### src/rtl/morse_pkg.sv
// Shared types and constants for the Morse symbol timing path.
package morse_pkg;

  typedef enum logic [1:0] {
    IDLE  = 2'd0,
    PRESS = 2'd1,
    GAP   = 2'd2,
    EMIT  = 2'd3
  } state_t;

  localparam logic [2:0] SPEC_RST = 3'b011;
  localparam logic [2:0] SPEC_MIN = 3'd0;
  localparam logic [2:0] SPEC_MAX = 3'd6;

  localparam logic DOT  = 1'b0;
  localparam logic DASH = 1'b1;

  // Simultaneous up/down requests cancel; the result never leaves SPEC_MIN..SPEC_MAX.
  function automatic logic [2:0] spec_step(input logic [2:0] cur, input logic up, input logic dn);
    logic [2:0] nxt;
    nxt = cur;
    if (up && !dn && cur > SPEC_MIN) nxt = cur - 3'd1;
    if (dn && !up && cur < SPEC_MAX) nxt = cur + 3'd1;
    return nxt;
  endfunction

endpackage

### src/rtl/morse_symbol_ctrl_if.sv
// Completed-letter handoff from the symbol controller to the character decoder.
interface morse_symbol_ctrl_if #(
  parameter int unsigned MAX_SYMS = 5
);
  logic                letter_valid;
  logic                letter_ready;
  logic [MAX_SYMS-1:0] letter_bits;
  logic [2:0]          letter_len;
  logic                letter_err;

  modport master (
    output letter_valid, letter_bits, letter_len, letter_err,
    input  letter_ready
  );

  modport slave (
    input  letter_valid, letter_bits, letter_len, letter_err,
    output letter_ready
  );
endinterface

### src/rtl/morse_tick_gen.sv
// Divider rising-edge detector feeding a saturating tick counter with synchronous clear.
module morse_tick_gen #(
  parameter int unsigned CNT_W = 4
) (
  input  logic             clk,
  input  logic             rst,
  input  logic             i_div_out,
  input  logic             i_clr,
  output logic [CNT_W-1:0] o_cnt
);
  localparam logic [CNT_W-1:0] CNT_MAX = '1;

  logic             r_div_q;
  logic [CNT_W-1:0] r_cnt;
  logic             w_tick;

  assign w_tick = i_div_out & ~r_div_q;
  assign o_cnt  = r_cnt;

  // Clear wins over a coincident tick so a state change never counts that tick.
  always_ff @(posedge clk) begin
    if (rst) begin
      r_div_q <= 1'b0;
      r_cnt   <= '0;
    end else begin
      r_div_q <= i_div_out;
      if (i_clr)
        r_cnt <= '0;
      else if (w_tick && r_cnt != CNT_MAX)
        r_cnt <= r_cnt + 1'b1;
    end
  end
endmodule

### src/rtl/morse_symbol_ctrl.sv
// Times key presses/gaps in divider ticks, classifies dots/dashes and hands off whole letters.
module morse_symbol_ctrl
  import morse_pkg::*;
#(
  parameter int unsigned DOT_MAX    = 2,
  parameter int unsigned LETTER_GAP = 3,
  parameter int unsigned MAX_SYMS   = 5,
  parameter int unsigned CNT_W      = 4
) (
  input  logic                 clk,
  input  logic                 rst,
  input  logic                 key,
  input  logic                 speed_up,
  input  logic                 speed_dn,
  input  logic                 div_out,
  output logic [2:0]           spec,
  output logic                 sym_valid,
  output logic                 sym_dash,
  morse_symbol_ctrl_if.master  lb
);
  localparam logic [2:0] LEN_MAX = 3'(MAX_SYMS);

  state_t              r_state, w_state_nxt;
  logic [CNT_W-1:0]    w_cnt;
  logic                w_clr, w_rec, w_dash, w_hs;
  logic [MAX_SYMS-1:0] r_bits;
  logic [2:0]          r_len;
  logic                r_err;
  logic                r_sym_valid, r_sym_dash;
  logic [2:0]          r_spec;

  morse_tick_gen #(.CNT_W(CNT_W)) u_tick (
    .clk       (clk),
    .rst       (rst),
    .i_div_out (div_out),
    .i_clr     (w_clr),
    .o_cnt     (w_cnt)
  );

  always_comb begin
    w_state_nxt = r_state;
    w_rec       = 1'b0;
    w_dash      = DOT;
    w_hs        = (r_state == EMIT) && lb.letter_ready;
    case (r_state)
      IDLE:  if (key) w_state_nxt = PRESS;
      PRESS: begin
        if (!key) begin
          if (w_cnt == '0) begin
            w_state_nxt = (r_len != 3'd0) ? GAP : IDLE;
          end else begin
            w_rec       = 1'b1;
            w_dash      = (w_cnt > CNT_W'(DOT_MAX)) ? DASH : DOT;
            w_state_nxt = GAP;
          end
        end
      end
      GAP: begin
        if (key)
          w_state_nxt = PRESS;
        else if (w_cnt == CNT_W'(LETTER_GAP))
          w_state_nxt = EMIT;
      end
      EMIT:  if (w_hs) w_state_nxt = key ? PRESS : IDLE;
      default: w_state_nxt = IDLE;
    endcase
    // Every state entry restarts timing from zero.
    w_clr = (w_state_nxt != r_state);
  end

  always_ff @(posedge clk) begin
    if (rst) begin
      r_state     <= IDLE;
      r_bits      <= '0;
      r_len       <= 3'd0;
      r_err       <= 1'b0;
      r_sym_valid <= 1'b0;
      r_sym_dash  <= 1'b0;
      r_spec      <= SPEC_RST;
    end else begin
      r_state     <= w_state_nxt;
      r_sym_valid <= w_rec;
      r_sym_dash  <= w_rec & w_dash;
      if (w_hs) begin
        r_bits <= '0;
        r_len  <= 3'd0;
        r_err  <= 1'b0;
      end else if (w_rec) begin
        if (r_len < LEN_MAX) begin
          r_bits[r_len] <= w_dash;
          r_len         <= r_len + 3'd1;
        end else begin
          r_err <= 1'b1;
        end
      end
      if (r_state == IDLE)
        r_spec <= spec_step(r_spec, speed_up, speed_dn);
    end
  end

  assign spec            = r_spec;
  assign sym_valid       = r_sym_valid;
  assign sym_dash        = r_sym_dash;
  assign lb.letter_valid = (r_state == EMIT);
  assign lb.letter_bits  = r_bits;
  assign lb.letter_len   = r_len;
  assign lb.letter_err   = r_err;
endmodule
### src/flat_wrapper.sv
// flat-port wrapper written by rule: the top's interface ports become plain ports
module morse_symbol_ctrl_flat import morse_pkg::*;
#(
  parameter int unsigned DOT_MAX    = 2,
  parameter int unsigned LETTER_GAP = 3,
  parameter int unsigned MAX_SYMS   = 5,
  parameter int unsigned CNT_W      = 4
)
  (clk, rst, key, speed_up, speed_dn, div_out, spec, sym_valid, sym_dash, lb_letter_valid, lb_letter_bits, lb_letter_len, lb_letter_err, lb_letter_ready);
  morse_symbol_ctrl_if #(.MAX_SYMS(MAX_SYMS)) lb_i ();
  input  logic clk;
  input  logic rst;
  input  logic key;
  input  logic speed_up;
  input  logic speed_dn;
  input  logic div_out;
  output logic [2:0] spec;
  output logic sym_valid;
  output logic sym_dash;
  output wire logic [$bits(lb_i.letter_valid)-1:0] lb_letter_valid;
  output wire logic [$bits(lb_i.letter_bits)-1:0] lb_letter_bits;
  output wire logic [$bits(lb_i.letter_len)-1:0] lb_letter_len;
  output wire logic [$bits(lb_i.letter_err)-1:0] lb_letter_err;
  input wire logic [$bits(lb_i.letter_ready)-1:0] lb_letter_ready;
  assign lb_letter_valid = lb_i.letter_valid;
  assign lb_letter_bits = lb_i.letter_bits;
  assign lb_letter_len = lb_i.letter_len;
  assign lb_letter_err = lb_i.letter_err;
  assign lb_i.letter_ready = lb_letter_ready;
  morse_symbol_ctrl #(.DOT_MAX(DOT_MAX), .LETTER_GAP(LETTER_GAP), .MAX_SYMS(MAX_SYMS), .CNT_W(CNT_W)) u_core (.clk(clk), .rst(rst), .key(key), .speed_up(speed_up), .speed_dn(speed_dn), .div_out(div_out), .spec(spec), .sym_valid(sym_valid), .sym_dash(sym_dash), .lb(lb_i));
endmodule
### config.mk
export PLATFORM = sky130hd
export DESIGN_NAME = morse_symbol_ctrl_flat
export DESIGN_NICKNAME = d
export VERILOG_FILES = /design/src/rtl/morse_pkg.sv /design/src/rtl/morse_symbol_ctrl_if.sv /design/src/rtl/morse_tick_gen.sv /design/src/rtl/morse_symbol_ctrl.sv /design/src/flat_wrapper.sv
export SDC_FILE = /design/constraint.sdc
export NUM_CORES = 1
export LEC_CHECK = 0
export ABC_AREA = 1
export ABC_CLOCK_PERIOD_IN_PS = 1340
export BUFFER_PORTS_ARGS = -buffer_cell sky130_fd_sc_hd__buf_4
export CORE_ASPECT_RATIO = 1.1
export CORE_UTILIZATION = 45
export CTS_CLUSTER_DIAMETER = 40
export DETAILED_ROUTE_END_ITERATION = 8
export GPL_ROUTABILITY_DRIVEN = 0
export GPL_TIMING_DRIVEN = 0
export PLACE_DENSITY = 0.75
export SLEW_MARGIN = 10
export SYNTH_ARGS = -nofsm -noshare
export SYNTH_HDL_FRONTEND = slang
export SYNTH_SLANG_ARGS = --single-unit
export TNS_END_PERCENT = 10
### constraint.sdc
create_clock -name clk -period 1.34 [get_ports clk]
set_input_delay 0.201 -clock clk [delete_from_list [all_inputs] [get_ports clk]]
set_output_delay 0.201 -clock clk [all_outputs]
set_load 0.03 [all_outputs]
==> results_dict.tcl, run 1 <==
set metrics [dict create \
    io_count 22 \
    routed_via_density 4.855 \
    peakVddDrop_v 0.0004377 \
    whs_ns 0.1000 \
    netlist_area_mm2 0.001159 \
    remaining_drc_errors 0 \
    via_count 1073 \
    report.final.hold_viol_count 0 \
    placementRows 18 \
    clock_sink_count 21 \
    min_to "u_core.u_tick.r_div_q" \
    area_overhead_vs_synth_pct 25.81 \
    setup_total_negative_slack_ns -0.04619 \
    finalSetupViolations 1 \
    share_of_post_route_cells_with_drive_strength_above_1 0.3246 \
    fin_area_mm2 0.001458 \
    grt_setup_unrepaired "true" \
    whs_path_depth 2 \
    synth_top_family_by_area "simple AND/OR/NAND/NOR gates" \
    worstReg2RegEnd "u_core.spec[2]" \
    finClkSkew_ns 0.009171 \
    grt_util_all_layers 0.1772 \
    grt_start_max_net_pins 12 \
    timing.final.crit_share 1.034 \
    placedCellCount 213 \
    initial_utilization 0.4947 \
    h-tree-depth 1 \
    synthSimpleGateAreaFrac 0.3855 \
    final_ant_viol_nets 0 \
    clock_latency_ns 0.29 \
    post_route_wl_um 2394 \
    synthAdderAreaFrac 0.07127 \
    critical_path.reg2reg.startpoint "u_core.spec[1]" \
    layout.cells.most_common_list "sky130_fd_sc_hd__nand2_1, sky130_fd_sc_hd__nor2_1, sky130_fd_sc_hd__buf_4" \
    fin_crit_ns 1.386 \
    syn-num-nets 175 \
    finish.utilization 0.6223 \
    critical_path_peak_fanout 2 \
    fmaxAchievable_mhz 721.4 \
    postPlaceCellArea_mm2 0.001366 \
    critical_path_arrival_ns 1.58 \
    drt_first_pass_iters 4 \
    cts_tree "built" \
    ys_types 26 \
    synthesis.area_per_instance_um2 7.152 \
    grt_overflow_total 0 \
    worst_setup_hold_path_clk_slew_ns 0.12 \
    cts.root.buffer_cell "sky130_fd_sc_hd__clkbuf_4" \
    power_density_mw_per_mm2 810.5 \
    violated_checks "setup timing" \
    wire_per_inst_um 10.83 \
    final_cell_count_no_fill 221 \
    cell_with_the_largest_stage_delay_on_the_worst_path "sky130_fd_sc_hd__fa_2" \
    worst-r2r-setup-slack_ns -0.05 \
    critPathLaunchType "flop" \
    first_global_vias 966 \
    synthesis.yosys.warnings 0 \
    clock_tree.buffer_depth 2 \
    grt_pass1_wl_um 3912 \
    total_leakage_power_nw 0.6731 \
    worst_setup_path_end_kind "flop" \
    compound_gate_portion_of_the_synthesized_area 0.08099 \
    antenna_found_initial 0 \
    coreArea_mm2 0.002342 \
    timing_worst_slew_pin_value_ns 0.2945 \
    diodes 0 \
    hpwl_um 1811 \
    synth-xor-area-share 0.02268 \
    muxShareOfSynthArea 0 \
    sequential_element_share_of_the_synthesized_area 0.3629 \
    worst_slew_margin_rel 0.8029 \
    cp_common_cell "sky130_fd_sc_hd__nand2_2" \
    port_buffers 21 \
    outcome "finished, violations left" \
    synth.ff_latch_count 21 \
    holdCritPathClass "in -> reg" \
    worst_path_required_ns 1.54 \
    syn_inst 162 \
    maxCapViolCount 0 \
    most_common_cell_after_layout_fill_and_taps_aside "sky130_fd_sc_hd__nand2_1" \
    drv_slew 0 \
    cpPeakStageDelay_ns 0.38 \
    timing.setup.critical_path_class "reg -> reg" \
    die_w_um 50.38 \
    drt_iter0_drc 17 \
    finalWorstSetupSlack_ns -0.04619 \
    reg2regPathDepth 9 \
    cp_cell_sequence "nand2_4 > nand3_4 > fa_2 > inv_2 > nand2_2 > nand2_2 > nand4_1 > nand2_1 > nor2_1" \
    cts_made_buffers 3 \
    die_area_mm2 0.002782 \
    min-delay-start "rst" \
    fp.dieH_um 55.22 \
    final_nets 205 \
]
-- layout make-up --
type,instances,area [um2]
inverters,23,88.84
repair buffers,25,187.7
multi-input cells,118,686.9
fillers,226,884.6
clock buffers,4,26.28
flip-flops and latches,21,430.4
well taps,30,37.54
-- state kept, by name (all words and copies together), names as in the netlist --
name	flops
u_core.lb.letter_bits	5
u_core.lb.letter_err	1
u_core.lb.letter_len	3
u_core.r_state	2
u_core.spec	3
u_core.sym_dash	1
u_core.sym_valid	1
u_core.u_tick.o_cnt	4
u_core.u_tick.r_div_q	1
-- worst max-delay path, delay by kind of cell, from the launching register on --
family / cells / cell delay [ns]
adder cells (fa/ha/maj): 1 / 0.38
buffers and inverters: 1 / 0.06
AND/OR/NAND/NOR: 7 / 0.49
flip-flops: 1 / 0.37
-- synth_stat cells, drive strengths merged --
library cell | n | area share
a21oi | 10 | 0.059
dfxtp | 21 | 0.36
fa | 1 | 0.017
ha | 5 | 0.054
inv | 23 | 0.077
nand2 | 46 | 0.17
nand3 | 14 | 0.060
nand4 | 3 | 0.016
nor2 | 30 | 0.13
nor3 | 1 | 0.0043
o21ai | 3 | 0.016
o22ai | 1 | 0.0054
or2 | 1 | 0.0054
xnor2 | 1 | 0.0076
xor2 | 2 | 0.015
-- worst max path at each step --
| stage | startpoint | to | depth (start not counted) |
|---|---|---|---|
| 2_1_floorplan | u_core.spec[2] | u_core.spec[2] | 10 |
| 3_3_place_gp | u_core.spec[1] | u_core.spec[2] | 10 |
| 3_5_place_dp | u_core.spec[1] | u_core.spec[2] | 10 |
| 4_1_cts | u_core.spec[1] | u_core.spec[2] | 9 |
| 5_1_grt | u_core.spec[1] | u_core.spec[2] | 9 |
| 6_report | u_core.spec[1] | u_core.spec[2] | 9 |
-- metrics by stage --
stage | setup slack (ns) | power, W
4_1_cts | -0.01051 | 0.001176
5_1_grt | -0.1649 | 0.001245
3_5_place_dp | -0.04558 | 0.0008675
6_report | -0.04619 | 0.001181
2_1_floorplan | 0.001242 | 0.0008047
3_3_place_gp | 0.007358 | 0.0008598
-- kinds of logic (layout without fill, tap and decap cells) --
kind of cell             after synthesis  in the layout
buffers and inverters                 23             52
AO/OA/AOI/OAI                         14             14
flip-flops                            21             21
XOR/XNOR                               3              3
AND/OR/NAND/NOR                       95             95
adder cells (fa/ha/maj)                6              6
-- routing by layer --
metal,GRT usage,up-vias,wire length (um)
met1,0.2123,487,1074
met5,0,-,0
met2,0.3105,19,1229
met3,0.02755,4,67
li1,-,563,-
met4,0.06746,0,23
-- power breakdown --
group | switching, W | leakage (nW) | internal (W)
Clock | 0.000179 | 0.0150 | 0.000116
Combinational | 0.000134 | 0.486 | 0.0000887
Sequential | 0.0000213 | 0.172 | 0.000642
Total | 0.000335 | 0.673 | 0.000847
-- what timing repair did --
action | in CTS | in global routing
hold buffers | 0 | 0
pin swaps | 2 | 9
resized for setup | 4 | 10
endpoints found under the setup margin | 8 | 8
setup buffers | 3 | 1
Note: power is estimated with default switching activity, not from simulation.
==> run 2, diff against run 1 <==
- RECOVER_POWER: not set -> 100
==> run 2 against run 1 <==
  * First-iteration DRC count grew 5.9%
  * Sequential share of layout area grew 0.91 points
  * Flip-flop and latch count is the same
  * Critical path type unchanged
  * Combinational power shrank 2%
  * Clock-buffer cell count is the same
  * Worst setup slack is essentially flat
  * Clock power is essentially flat
  * The run still ends with setup timing left
  * Maximum frequency is essentially flat
  * Total power shrank 0.30%
==> results_dict.tcl, run 2 (same netlist as run 1, synthesis figures left out) <==
set metrics [dict create \
    cts.root.buffer_cell "sky130_fd_sc_hd__clkbuf_4" \
    detailedPlace.worstSlack_ns -0.04558 \
    first_global_vias 966 \
    clock_sink_count 21 \
    diodes 0 \
    initial_utilization 0.4947 \
    port_buffers 21 \
    placementRows 18 \
    remaining_drc_errors 0 \
    finClkSkew_ns 0.009103 \
    clock_tree.buffer_depth 2 \
    die_area_mm2 0.002782 \
    layout.cells.most_common_list "sky130_fd_sc_hd__nand2_1, sky130_fd_sc_hd__nor2_1, sky130_fd_sc_hd__dfxtp_1" \
    share_of_post_route_cells_with_drive_strength_above_1 0.2723 \
    critical_path_arrival_ns 1.58 \
    via_count 1072 \
    wire_per_inst_um 10.85 \
    worst_slew_margin_rel 0.7473 \
    drv_slew 0 \
    cts_tree "built" \
    grt_start_max_net_pins 12 \
    grt_most_used_layer "met2" \
    global_route_met1_utilization 0.2123 \
    outcome "finished, violations left" \
    coreArea_mm2 0.002342 \
    final_ant_viol_nets 0 \
    die_w_um 50.38 \
    cts_hold_repair.buffers 0 \
    worst_path_required_ns 1.54 \
    critical_path_peak_fanout 2 \
    h-tree-depth 1 \
    fill_cells 236 \
    grt_util_all_layers 0.1772 \
    postPlaceCellArea_mm2 0.001366 \
    globalRouteMet2Util 0.3105 \
    report.final.hold_viol_count 0 \
    met3_usage 0.02755 \
    grt_pass1_wl_um 3912 \
    total_leakage_power_nw 0.6313 \
    whs_ns 0.1000 \
    area_overhead_vs_synth_pct 22.03 \
    clock_latency_ns 0.29 \
    routed_via_density 4.851 \
    maxCapViolCount 0 \
    critPathLaunchType "flop" \
    fp.dieH_um 55.22 \
    most_common_cell_after_layout_fill_and_taps_aside "sky130_fd_sc_hd__nand2_1" \
    grt_overflow_total 0 \
    peakVddDrop_v 0.0004374 \
    timing.setup.critical_path_class "reg -> reg" \
    fin_crit_ns 1.386 \
    largest_register_ffs 5 \
    final_nets 205 \
    drt_iter0_drc 18 \
    finalWorstSetupSlack_ns -0.04591 \
    timing.final.crit_share 1.034 \
    fmaxAchievable_mhz 721.5 \
    power_density_mw_per_mm2 833.1 \
    holdCritPathClass "in -> reg" \
    violated_checks "setup timing" \
    fin_area_mm2 0.001414 \
    worst_setup_hold_path_clk_slew_ns 0.12 \
    timing_worst_slew_pin_value_ns 0.3806 \
    grt_setup_unrepaired "true" \
    drt_first_pass_iters 4 \
    cts_made_buffers 3 \
    finalSetupViolations 1 \
    io_count 22 \
    post_route_wl_um 2398 \
    finish.utilization 0.6036 \
    worst_setup_path_end_kind "flop" \
    antenna_found_initial 0 \
    hpwl_um 1811 \
]
==> run 2: cell count changes in the layout (fill, tap and decap cells not counted) <==
cell | previous run | this run
sky130_fd_sc_hd__buf_4 | 25 | 12
sky130_fd_sc_hd__clkbuf_1 | 1 | 10
sky130_fd_sc_hd__clkbuf_2 | 0 | 3
sky130_fd_sc_hd__clkbuf_4 | 3 | 4
sky130_fd_sc_hd__nor2_1 | 25 | 26
sky130_fd_sc_hd__nor2_2 | 2 | 1
==> run 2: final timing paths <==
kind	startpoint	end	slack (ns)	cells after the start
worst min-delay path	rst	u_core.u_tick.r_div_q	0.10	2
worst min register to register	u_core.lb.letter_err	u_core.lb.letter_err	0.46	2
worst max register to register	u_core.spec[1]	u_core.spec[2]	-0.05	9
worst max-delay path	u_core.spec[1]	u_core.spec[2]	-0.05	9
==> run 2: cell type report <==
type,count,area [um2],area share
repair buffers,25,146.4,0.1035
well taps,30,37.54,0.02655
clock buffers,4,26.28,0.01858
inverters,23,88.84,0.06283
multi-input cells,118,684.4,0.4841
flip-flops and latches,21,430.4,0.3044
==> run 2: critical path: stages (launching register included) <==
cell and delay (ns):
sky130_fd_sc_hd__dfxtp_4 0.37, sky130_fd_sc_hd__nand2_4 0.08, sky130_fd_sc_hd__nand3_4 0.07, sky130_fd_sc_hd__fa_2 0.38, sky130_fd_sc_hd__inv_2 0.06, sky130_fd_sc_hd__nand2_2 0.05
sky130_fd_sc_hd__nand2_2 0.07, sky130_fd_sc_hd__nand4_1 0.10, sky130_fd_sc_hd__nand2_1 0.08, sky130_fd_sc_hd__nor2_1 0.04
==> run 2: layer usage <==
metal  vias up  routed length, um
li1        563                  -
met1       486               1075
met2        19               1227
met3         4                 72
met4         0                 23
met5         -                  0
==> run 2: timing repair <==
item | CTS | global route
pin swaps | 2 | 9
gates resized for setup | 4 | 10
endpoints found under the setup margin | 8 | 8
buffers inserted | 3 | 1
==> run 2: through the flow <==
step | TNS (ns) | power, W | instances
2_1_floorplan | 0 | 0.0008047 | 162
3_3_place_gp | 0 | 0.0008598 | 213
3_5_place_dp | -0.1140 | 0.0008675 | 213
4_1_cts | -0.01051 | 0.001176 | 220
5_1_grt | -0.2924 | 0.001241 | 221
6_report | -0.04591 | 0.001178 | 221
==> run 2: where the power goes <==
group,total [W],switching (W),internal [W],leakage (nW)
Sequential,0.000664,0.0000212,0.000642,0.172
Combinational,0.000219,0.000134,0.0000853,0.444
Clock,0.000295,0.000180,0.000116,0.0150
==> run 3, diff against run 2 <==
- CORE_MARGIN: not set -> 2
- CORE_UTILIZATION: 45 -> 41
- PLACE_DENSITY: 0.75 -> 0.69
==> run 3 against run 2 <==
  * The flow still finishes with violations (setup timing)
  * Via count up 4.5%
  * Clock skew shrank 0.0041 ns
  * Maximum frequency rose by 1.6%
  * Non-clock buffer count stayed put
  * Worst setup slack gained 0.022 ns
  * Flip-flop and latch count stayed put
  * Hold slack got worse by 0.031 ns
  * Design area increased by 2.8%
  * Cell count is 1.4% higher
==> results_dict.tcl, run 3 (same netlist as run 1, synthesis figures left out) <==
set metrics [dict create \
    timing_worst_slew_pin_value_ns 0.3659 \
    peakVddDrop_v 0.0007548 \
    reg2regPathDepth 10 \
    drt_iter0_drc 23 \
    finish.utilization 0.5330 \
    first_global_vias 990 \
    critical_path_arrival_ns 1.62 \
    initial_utilization 0.4248 \
    whs_ns 0.06904 \
    share_of_post_route_cells_with_drive_strength_above_1 0.3403 \
    largest_register_ffs 5 \
    design_power_total_w 0.001202 \
    grt_pass1_wl_um 3884 \
    clock_tree.buffer_depth 2 \
    placementRows 20 \
    antenna_found_initial 0 \
    grt_util_all_layers 0.1624 \
    finalSetupViolations 1 \
    routed_via_density 5.000 \
    grt_overflow_total 0 \
    drt_first_pass_iters 4 \
    worst_setup_hold_path_clk_slew_ns 0.12 \
    fill_cells 272 \
    holdCritPathClass "in -> reg" \
    cts.root.buffer_cell "sky130_fd_sc_hd__clkbuf_4" \
    finalWorstSetupSlack_ns -0.02353 \
    cts_tree "built" \
    coreArea_mm2 0.002728 \
    worst_slew_margin_rel 0.7571 \
    layout.cells.most_common_list "sky130_fd_sc_hd__nand2_1, sky130_fd_sc_hd__nor2_1, sky130_fd_sc_hd__buf_4" \
    cts_hold_repair.buffers 0 \
    most_common_cell_after_layout_fill_and_taps_aside "sky130_fd_sc_hd__nand2_1" \
    io_count 22 \
    cts_made_buffers 3 \
    post_route_wl_um 2502 \
    violated_checks "setup timing" \
    via_count 1120 \
    grt_setup_unrepaired "true" \
    area.sequential_um2 431.7 \
    clock_sink_count 21 \
    port_buffers 21 \
    wire_per_inst_um 11.17 \
    h-tree-depth 1 \
    critical_path_peak_fanout 2 \
    whs_path_depth 2 \
    clock_latency_ns 0.32 \
    worst_setup_path_end_kind "flop" \
    total_leakage_power_nw 0.6699 \
    report.final.hold_viol_count 0 \
    timing.final.crit_share 1.018 \
    finClkSkew_ns 0.005019 \
    area_overhead_vs_synth_pct 25.49 \
    critPathLaunchType "flop" \
    drv_slew 0 \
    outcome "finished, violations left" \
    maxCapViolCount 0 \
    final_nets 205 \
    hpwl_um 1807 \
    fin_crit_ns 1.364 \
    diodes 0 \
    die_w_um 54.69 \
    worst_path_required_ns 1.60 \
    power_density_mw_per_mm2 826.9 \
    multi_input_comb_area_um2 676.9 \
    fp.dieH_um 59.76 \
    die_area_mm2 0.003268 \
    grt_start_max_net_pins 13 \
    remaining_drc_errors 0 \
    final_ant_viol_nets 0 \
    fmaxAchievable_mhz 733.4 \
    timing.setup.critical_path_class "reg -> reg" \
]
-- run 3: cell count changes in the layout (fill, tap and decap cells not counted), moves of 2 or more --
cell	change
sky130_fd_sc_hd__nor2_1	-2
sky130_fd_sc_hd__nand2_2	+2
sky130_fd_sc_hd__clkbuf_2	-3
sky130_fd_sc_hd__nor2_2	+2
sky130_fd_sc_hd__clkbuf_1	-9
sky130_fd_sc_hd__buf_4	+10
-- run 3: metrics by stage --
stage          setup TNS, ns  cells  cell area [um2]  setup slack [ns]
3_3_place_gp      -0.0008936    216             1370        -0.0008936
2_1_floorplan              0    162             1171          0.001242
5_1_grt              -0.1126    224             1454          -0.09721
4_1_cts             -0.03650    223             1425          -0.03650
6_report            -0.02353    224             1454          -0.02353
3_5_place_dp         -0.1159    216             1370          -0.07117
-- run 3: critical path, cell delays in order, from the launching register on --
cell                      delay [ns]
sky130_fd_sc_hd__dfxtp_4        0.37
sky130_fd_sc_hd__nand2_2        0.06
sky130_fd_sc_hd__nand3_2        0.08
sky130_fd_sc_hd__fa_2           0.36
sky130_fd_sc_hd__inv_2          0.06
sky130_fd_sc_hd__nand2_2        0.05
sky130_fd_sc_hd__nand2_2        0.07
sky130_fd_sc_hd__nand3_2        0.07
sky130_fd_sc_hd__nand2_2        0.08
sky130_fd_sc_hd__inv_2          0.03
sky130_fd_sc_hd__nor2_1         0.08
-- run 3: final timing paths --
check	slack (ns)	from	endpoint
min reg2reg	0.46	u_core.lb.letter_err	u_core.lb.letter_err
min	0.07	rst	u_core.r_state[0]
max	-0.02	u_core.spec[1]	u_core.spec[2]
max reg2reg	-0.02	u_core.spec[1]	u_core.spec[2]
-- run 3: area by class of cell --
type,instances,share of cell area
multi-input cells,118,0.4656
flip-flops and latches,21,0.2969
repair buffers,25,0.1291
well taps,33,0.02840
clock inverters,1,0.003442
inverters,23,0.06110
clock buffers,3,0.01549
-- run 3: layer usage --
metal / GRT usage / share of wire
met5: 0 / 0
met4: 0.08571 / 0.020
met3: 0.02250 / 0.044
met2: 0.2908 / 0.52
met1: 0.1791 / 0.42
-- run 3: what timing repair did --
| item | CTS | global route |
|---|---|---|
| setup endpoints to repair | 8 | 11 |
| resized for setup | 3 | 13 |
| pin swaps | 5 | 6 |
| buffers inserted | 3 | 1 |
-- run 3: power breakdown --
part	total [W]	switching, W	internal, W
combinational	0.000223	0.000134	0.0000882
sequential	0.000662	0.0000193	0.000643
clock	0.000318	0.000206	0.000112
